==> config.mk <==
export PLATFORM = sky130hd
export DESIGN_NAME = multicycle_control
export DESIGN_NICKNAME = d
export VERILOG_FILES = /design/src/rtl/multicycle_control.sv
export SDC_FILE = /design/constraint.sdc
export NUM_CORES = 1
export LEC_CHECK = 0
export CAP_MARGIN = 20
export CORE_MARGIN = 1
export CORE_UTILIZATION = 45
export DETAILED_ROUTE_END_ITERATION = 8
export HOLD_SLACK_MARGIN = 0.05
export PLACE_DENSITY = 0.76
export SYNTH_ARGS = -nofsm -noshare
export SYNTH_HDL_FRONTEND = slang
export SYNTH_SLANG_ARGS = --single-unit
==> constraint.sdc <==
create_clock -name clk -period 2 [get_ports clk]
set_clock_uncertainty 0.2 [all_clocks]
set_input_delay 0.3 -clock clk [delete_from_list [all_inputs] [get_ports clk]]
set_output_delay 0.3 -clock clk [all_outputs]
set_load 0.02 [all_outputs]
==> src/rtl/multicycle_control.sv <==
// Main control FSM for the multi-cycle RV32I-subset datapath (lw, sw, beq, add/sub/and/or).
// Outputs are state-decoded; memory waits are bounded by a watchdog that traps on timeout.
module multicycle_control #(
  parameter int RETIRE_W = 32,
  parameter int TIMEOUT  = 64
) (
  input  logic                clk,
  input  logic                rst,
  input  logic [6:0]          opcode,
  input  logic                zero,
  input  logic                mem_ready,
  output logic                mem_req,
  output logic                mem_we,
  output logic                iord,
  output logic                ir_write,
  output logic                pc_write,
  output logic                pc_src,
  output logic [1:0]          alu_src_a,
  output logic [1:0]          alu_src_b,
  output logic [1:0]          alu_op,
  output logic                reg_write,
  output logic                mem_to_reg,
  output logic                illegal,
  output logic                bus_err,
  output logic [RETIRE_W-1:0] retired,
  output logic [3:0]          state_o
);

  localparam int WCW = (TIMEOUT > 1) ? $clog2(TIMEOUT + 1) : 1;

  localparam logic [6:0] OP_LW  = 7'b0000011;
  localparam logic [6:0] OP_SW  = 7'b0100011;
  localparam logic [6:0] OP_R   = 7'b0110011;
  localparam logic [6:0] OP_BEQ = 7'b1100011;

  typedef enum logic [3:0] {
    S_INIT      = 4'd0,
    S_FETCH     = 4'd1,
    S_DECODE    = 4'd2,
    S_MEM_ADDR  = 4'd3,
    S_MEM_READ  = 4'd4,
    S_MEM_WB    = 4'd5,
    S_MEM_WRITE = 4'd6,
    S_EXEC_R    = 4'd7,
    S_R_WB      = 4'd8,
    S_BRANCH    = 4'd9,
    S_TRAP      = 4'd15
  } state_t;

  state_t              state_q, state_d;
  logic [6:0]          op_q, op_d;
  logic [WCW-1:0]      wait_q, wait_d;
  logic [RETIRE_W-1:0] retired_q, retired_d;
  logic                illegal_q, illegal_d;
  logic                bus_err_q, bus_err_d;
  logic                wait_state;
  logic                timeout_hit;
  logic                retire;

  always_ff @(posedge clk or posedge rst) begin
    if (rst) begin
      state_q   <= S_INIT;
      op_q      <= '0;
      wait_q    <= '0;
      retired_q <= '0;
      illegal_q <= 1'b0;
      bus_err_q <= 1'b0;
    end else begin
      state_q   <= state_d;
      op_q      <= op_d;
      wait_q    <= wait_d;
      retired_q <= retired_d;
      illegal_q <= illegal_d;
      bus_err_q <= bus_err_d;
    end
  end

  // The counter holds stalls already seen, so the current stall is wait_q+1;
  // a ready in that same cycle still completes the access.
  always_comb begin
    wait_state  = (state_q == S_FETCH) || (state_q == S_MEM_READ) || (state_q == S_MEM_WRITE);
    timeout_hit = (TIMEOUT > 0) && wait_state && !mem_ready &&
                  (wait_q == WCW'(TIMEOUT - 1));
    wait_d      = (wait_state && !mem_ready) ? wait_q + 1'b1 : '0;
  end

  always_comb begin
    state_d    = state_q;
    op_d       = op_q;
    illegal_d  = illegal_q;
    bus_err_d  = bus_err_q;
    retire     = 1'b0;
    mem_req    = 1'b0;
    mem_we     = 1'b0;
    iord       = 1'b0;
    ir_write   = 1'b0;
    pc_write   = 1'b0;
    pc_src     = 1'b0;
    alu_src_a  = 2'b00;
    alu_src_b  = 2'b00;
    alu_op     = 2'b00;
    reg_write  = 1'b0;
    mem_to_reg = 1'b0;

    case (state_q)
      S_INIT: state_d = S_FETCH;
      S_FETCH: begin
        mem_req   = 1'b1;
        alu_src_b = 2'b01;
        ir_write  = mem_ready;
        pc_write  = mem_ready;
        if (mem_ready) state_d = S_DECODE;
        else if (timeout_hit) begin
          state_d   = S_TRAP;
          bus_err_d = 1'b1;
        end
      end
      S_DECODE: begin
        // ALUOut <= oldPC + imm: branch target ready before BRANCH
        alu_src_a = 2'b10;
        alu_src_b = 2'b10;
        op_d      = opcode;
        case (opcode)
          OP_LW, OP_SW: state_d = S_MEM_ADDR;
          OP_R:         state_d = S_EXEC_R;
          OP_BEQ:       state_d = S_BRANCH;
          default: begin
            state_d   = S_TRAP;
            illegal_d = 1'b1;
          end
        endcase
      end
      S_MEM_ADDR: begin
        alu_src_a = 2'b01;
        alu_src_b = 2'b10;
        state_d   = (op_q == OP_LW) ? S_MEM_READ : S_MEM_WRITE;
      end
      S_MEM_READ: begin
        mem_req = 1'b1;
        iord    = 1'b1;
        if (mem_ready) state_d = S_MEM_WB;
        else if (timeout_hit) begin
          state_d   = S_TRAP;
          bus_err_d = 1'b1;
        end
      end
      S_MEM_WB: begin
        reg_write  = 1'b1;
        mem_to_reg = 1'b1;
        state_d    = S_FETCH;
        retire     = 1'b1;
      end
      S_MEM_WRITE: begin
        mem_req = 1'b1;
        mem_we  = 1'b1;
        iord    = 1'b1;
        if (mem_ready) begin
          state_d = S_FETCH;
          retire  = 1'b1;
        end else if (timeout_hit) begin
          state_d   = S_TRAP;
          bus_err_d = 1'b1;
        end
      end
      S_EXEC_R: begin
        alu_src_a = 2'b01;
        alu_op    = 2'b10;
        state_d   = S_R_WB;
      end
      S_R_WB: begin
        reg_write = 1'b1;
        state_d   = S_FETCH;
        retire    = 1'b1;
      end
      S_BRANCH: begin
        alu_src_a = 2'b01;
        alu_op    = 2'b01;
        pc_src    = 1'b1;
        pc_write  = zero;
        state_d   = S_FETCH;
        retire    = 1'b1;
      end
      S_TRAP:  state_d = S_TRAP;
      default: state_d = S_TRAP;
    endcase

    retired_d = retire ? retired_q + RETIRE_W'(1) : retired_q;
  end

  assign illegal = illegal_q;
  assign bus_err = bus_err_q;
  assign retired = retired_q;
  assign state_o = state_q;

endmodule

# Word level (Yosys, flattened, before mapping)
# Cells that the tools add are included.
[op_classes]
addsub = 2
eq_ne = 15
n_mux = 21
bitwise_logic = 2
n_reduce_logical = 17
[op_table]
columns = ["op", "n"]
rows = [
  ["$add A32 B1 Y32 const B", 1],
  ["$pmux W4 S7", 1],
  ["$eq A7 B6 Y1 const B", 3],
  ["$eq A4 B3 Y1 const B", 4],
  ["$mux W4", 4],
  ["$eq A7 B2 Y1 const B", 2],
  ["$pmux W2 S2", 3],
  ["$pmux W4 S3", 1],
  ["$reduce_or A3 Y1", 3],
  ["$eq A4 B2 Y1 const B", 2],
  ["$eq A4 B4 Y1 const B", 2],
  ["$mux W1", 8],
  ["$reduce_or A2 Y1", 4],
  ["$reduce_or A4 Y1", 2],
  ["$add A7 B1 Y7 const B", 1],
  ["$eq A7 B7 Y1 const B", 1],
  ["$mux W7", 1],
  ["$eq A4 B1 Y1 const B", 1],
  ["$logic_not A4 Y1", 1],
  ["$pmux W1 S2", 2],
  ["$reduce_and A3 Y1", 1],
  ["$logic_and A1 B1 Y1", 2],
  ["$logic_or A1 B1 Y1", 2],
  ["$mux W2", 1],
  ["other kinds (3)", 4],
]
[word_totals]
register_bits = 52
word_cells = 63

# Logic depth before layout (Yosys ltp)
# Gate-level depths: netlist of the first run.
[depth]
word_depth = 8
depth_mapped = 6
depth_no_buf = 5

# Worst setup path before layout of the first run
# No wires, ideal clock.
[synth_timing]
path_kind = "flip-flop to output port"
from = "reg state_q[3] (netlist: state_o[3])"
to = "out pc_write"
arrival_ps = 2153
t_required_ps = 1500
setup_slack_ps = -653
stages_incl_launch_ff = 5
n_path_buf = 1
path_cell_list = "dfrtp_1 > clkbuf_1 > nor4b_1 > and2_1 > a21o_1"
[synth_between]
elab_chain_cells = 2
[synth_lines]
columns = ["item", "line", "text"]
rows = [
  ["start, declared", "50", "state_t state_q, state_d;"],
  ["start signal, assigned", "69", "state_q <= state_d;"],
  ["$eq A4 B4 Y1 / $eq A4 B1 Y1 (equally long branches)", "105", "case (state_q)"],
  ["$pmux W1 S2 (*)", "105", ""],
  ["end, declared", "16", "output logic pc_write,"],
]
# Mark *: on every way between the ends. The rest lies on a longest branch, timed or not.

# Worst setup path after layout of the first run
[layout_timing]
from = "reg state_q[3] (netlist: state_o[3])"
to = "reg retired_q[9] (netlist: retired[9])"
[layout_between]
elab_chain_cells = 3
[layout_lines]
columns = ["item", "line", "text"]
rows = [
  ["$eq A4 B4 Y1 / $eq A4 B3 Y1 (equally long branches)", "105", ""],
  ["$reduce_or A3 Y1 (no source line)", "n/a", ""],
  ["$pmux W1 S2 (*)", "105", ""],
  ["end signal, assigned", "72", "retired_q <= retired_d;"],
  ["end, declared", "53", "logic [RETIRE_W-1:0] retired_q, retired_d;"],
]
# Marked as above.
# A chain may end at the register's enable or synchronous reset.

==> flow_summary.yaml, run 1 <==
global_routing:
  grt_busiest_layer: "met2"
  use_met1_pct: 28.35
  grt_usage_pct: 22.38
  grt_pass1_wl_mm: 11.01
  grt_max_degree: 30
  grt_pass1_vias: 2340
  grt_overflow: 0
  antenna_found_initial: 0
  grt_util_met2_pct: 38.63
  grt_util_met3_pct: 4.457
yosys:
  synthTopCellsByCount: "52 x dfrtp_1, 28 x xor2_1, 18 x nor2_1"
  synth_nets: 270
  synth.area.top_cells: "dfrtp_1 48%, xor2_1 9.0%, mux2_2 3.3%"
  ys_ff_latch: 52
  ys.flop_type: "dfrtp_1"
  synth_seq_area_share_pct: 47.68
  ys_types: 53
  synth-async-reset-ratio_pct: 100.0
  synth_edf_count: 0
  synth_cells: 257
  synth_top_area_share_pct: 47.68
  yosysWarnings: 0
  yosysTopAreaCell: "dfrtp_1"
  synth_most_common_cell: "dfrtp_1"
  synth.cell_area_um2: 2729
  syn_avg_cell_area_um2: 10.62
floorplan:
  die_x_um: 79.87
  num_io_pins: 63
  die_h_um: 79.87
  core_um2: 5675
  start_util_pct: 48.08
  die-area_um2: 6379
  rows: 27
cts:
  cts.htree.levels: 2
  clk_pin_slew_ns: 0.09
  worst_skew_pair.late_latency_ns: 0.31
  cts.path.max_buffers: 2
  cts_made_buffers: 5
  cts_root_buffer: "clkbuf_8"
  cts_tree: "yes"
  clkSinkCount: 52
outcome:
  failed_checks: "setup timing"
  status: "complete, but fails checks"
layout:
  layout-drive-gt1-share_pct: 35.41
  area_delta_synth_final_pct: 54.15
  nets: 382
  seqCellArea_um2: 1310
  multi_input_area_um2: 1545
  diodes: 0
  final_core_util_pct: 74.12
  n_fill_cell: 409
timing:
  setup-violations-final: 22
  finalHoldViolations: 0
  fin_crit_sh_pct: 103.8
  setup_slack_ns: -0.07660
  tightest_slew_ns: 0.3905
  maxSlewHeadroom_pct: 73.90
  rsz0062_at_grt: "yes"
  fin_crit_ns: 2.077
  slew_violations: 0
  timing.fmax_mhz: 481.6
power_and_ir_drop:
  powerDensity_nw_per_um2: 415.1
  peakVddDrop_v: 0.0002805
  leakage_nw: 2.115
  power_mw: 1.746
setup_path:
  cp_cell_sequence: "buf_6 -> nor3b_4 -> buf_4 -> a211oi_4 -> buf_6 -> buf_16 -> nor3_1 -> xor2_1"
  crit_cells: 8
  required_ns: 1.99
  setup.worst_path.start_class: "flop"
  crit_start: "state_o[3]$_DFF_PP0_"
  r2r_start: "state_o[3]$_DFF_PP0_"
  r2r_cells: 8
  worstPathArrival_ns: 2.06
  crit_top_cell: "buf_6"
  crit_slowest_cell: "dfrtp_2"
  cp_max_fo: 7
  path_delay_family: "buffers and inverters"
  path_buf_inv: 4
  cp-end-kind: "flop"
  slowest_delay_ns: 0.47
  critical_path_class: "flop to flop"
detailed_routing:
  viasPerCell: 5.477
  drt-initial-drc-count: 133
  via_count: 2421
  drt-wirelength-per-cell_um: 15.62
  wl_mm: 6.906
  drc: 0
  drtAntennaViolNets: 0
  first_pass_iters: 4
placement:
  gp_congestion: 0.7699
  dp_hpwl_mm: 4.551
  portBuffers: 62
worst_hold_path:
  min_path_type: "input pin to asynchronous set/reset pin"
flow_run:
  max-cap-violations: 0
where the power goes:
part	internal [mW]	total, mW	switching [mW]
clock	0.282	0.629	0.347
combinational	0.0313	0.0653	0.0340
sequential	1.05	1.05	0.000583
final cells by class:
cell class                 instances  share of cell area [%]
clock buffer                       7                   2.052
clock inverter                     1                  0.1785
inverter                           8                  0.7734
multi-input combinational        184                   36.73
sequential                        52                   31.14
tap                               72                   2.142
timing repair buffer             118                   26.98
worst reg2reg max path: cells and delay by family, from the launching register on:
family	cells	cell delay (ns)
DFF	1	0.47
and+or+nand+nor	2	0.22
xor gates and xnor gates	1	0.13
buffers and inverters	4	0.61
AOI/OAI and AO/OA	1	0.32
timing repair:
item,in CTS,in global routing
gates cloned,2,0
setup endpoints to repair,50,37
gates resized for setup,78,48
hold buffers,0,0
setup buffers,5,8
hold endpoints to repair,0,0
pin swaps,8,14
cell usage in the layout, fill, tap and decap left out, drive strengths merged, types with 3 or more instances in the layout:
cell type / count
buf: 68
dfrtp: 52
clkdlybuf4s50: 45
xor2: 28
nor2: 18
nand2: 16
nor3: 13
nor4: 11
nand3: 9
clkbuf: 9
nand4: 8
mux2: 8
inv: 8
xnor2: 7
and4: 6
nand2b: 6
a21o: 4
and3: 4
o21ai: 4
nor3b: 4
nor4b: 4
a21oi: 4
nand4b: 3
dlygate4sd2: 3
cell families after synthesis:
group | Yosys count | synth area share [%]
buffers and inverters | 21 | 3.714
muxes | 9 | 3.668
adders and majority gates | 2 | 0.9169
DFF | 52 | 47.68
and+or+nand+nor | 114 | 26.50
AOI/OAI and AO/OA | 24 | 6.282
xor gates and xnor gates | 35 | 11.23
through the flow:
step / hold slack, ns / cells / worst slack [ns] / TNS [ns] / cell area (um^2)
after floorplan: 0.2223 / 257 / -0.01515 / -0.06054 / 2796
after CTS: 0.07977 / 434 / -0.04557 / -0.4768 / 3981
final: 0.07156 / 442 / -0.07660 / -1.266 / 4207
after global placement: 0.2386 / 419 / -0.1971 / -3.984 / 3747
after detailed placement: 0.2529 / 419 / -0.2103 / -4.933 / 3747
after global routing: 0.09950 / 442 / -0.1133 / -2.338 / 4207
state kept, by name (all words and copies together), names as in the netlist:
name     count
state_o      4
retired     32
bus_err      1
op_q         7
illegal      1
wait_q       7
layer usage:
layer	part of all wire (%)	wire, um	vias to the layer above
met5	0	0	-
met4	0.94	65	0
met3	5.0	342	8
met2	52	3601	67
met1	42	2897	1205
li1	-	-	1141
path summary, 6_finish.rpt:
check                                         endpoint  slack [ns]
min in group clk                   wait_q[0]$_DFF_PP0_        0.27
worst min-delay path               op_q[2]$_DFFE_PP0P_        0.07
worst max-delay path            retired[9]$_DFFE_PP0P_       -0.08
worst max register to register  retired[9]$_DFFE_PP0P_       -0.08
max in group asynchronous       retired[3]$_DFFE_PP0P_        1.04
worst min register to register     wait_q[0]$_DFF_PP0_        0.27
Power figures use the tool's default switching activity.
==> run 2: changes to the inputs <==
--- a/config.mk
+++ b/config.mk
@@ -9,6 +9,7 @@
 export CORE_MARGIN = 1
 export CORE_UTILIZATION = 45
 export DETAILED_ROUTE_END_ITERATION = 8
+export GPL_TIMING_DRIVEN = 1
 export HOLD_SLACK_MARGIN = 0.05
 export PLACE_DENSITY = 0.76
 export SYNTH_ARGS = -nofsm -noshare
==> results of run 2 <==
The final DEF is identical to that of run 1; final timing and power are the same.
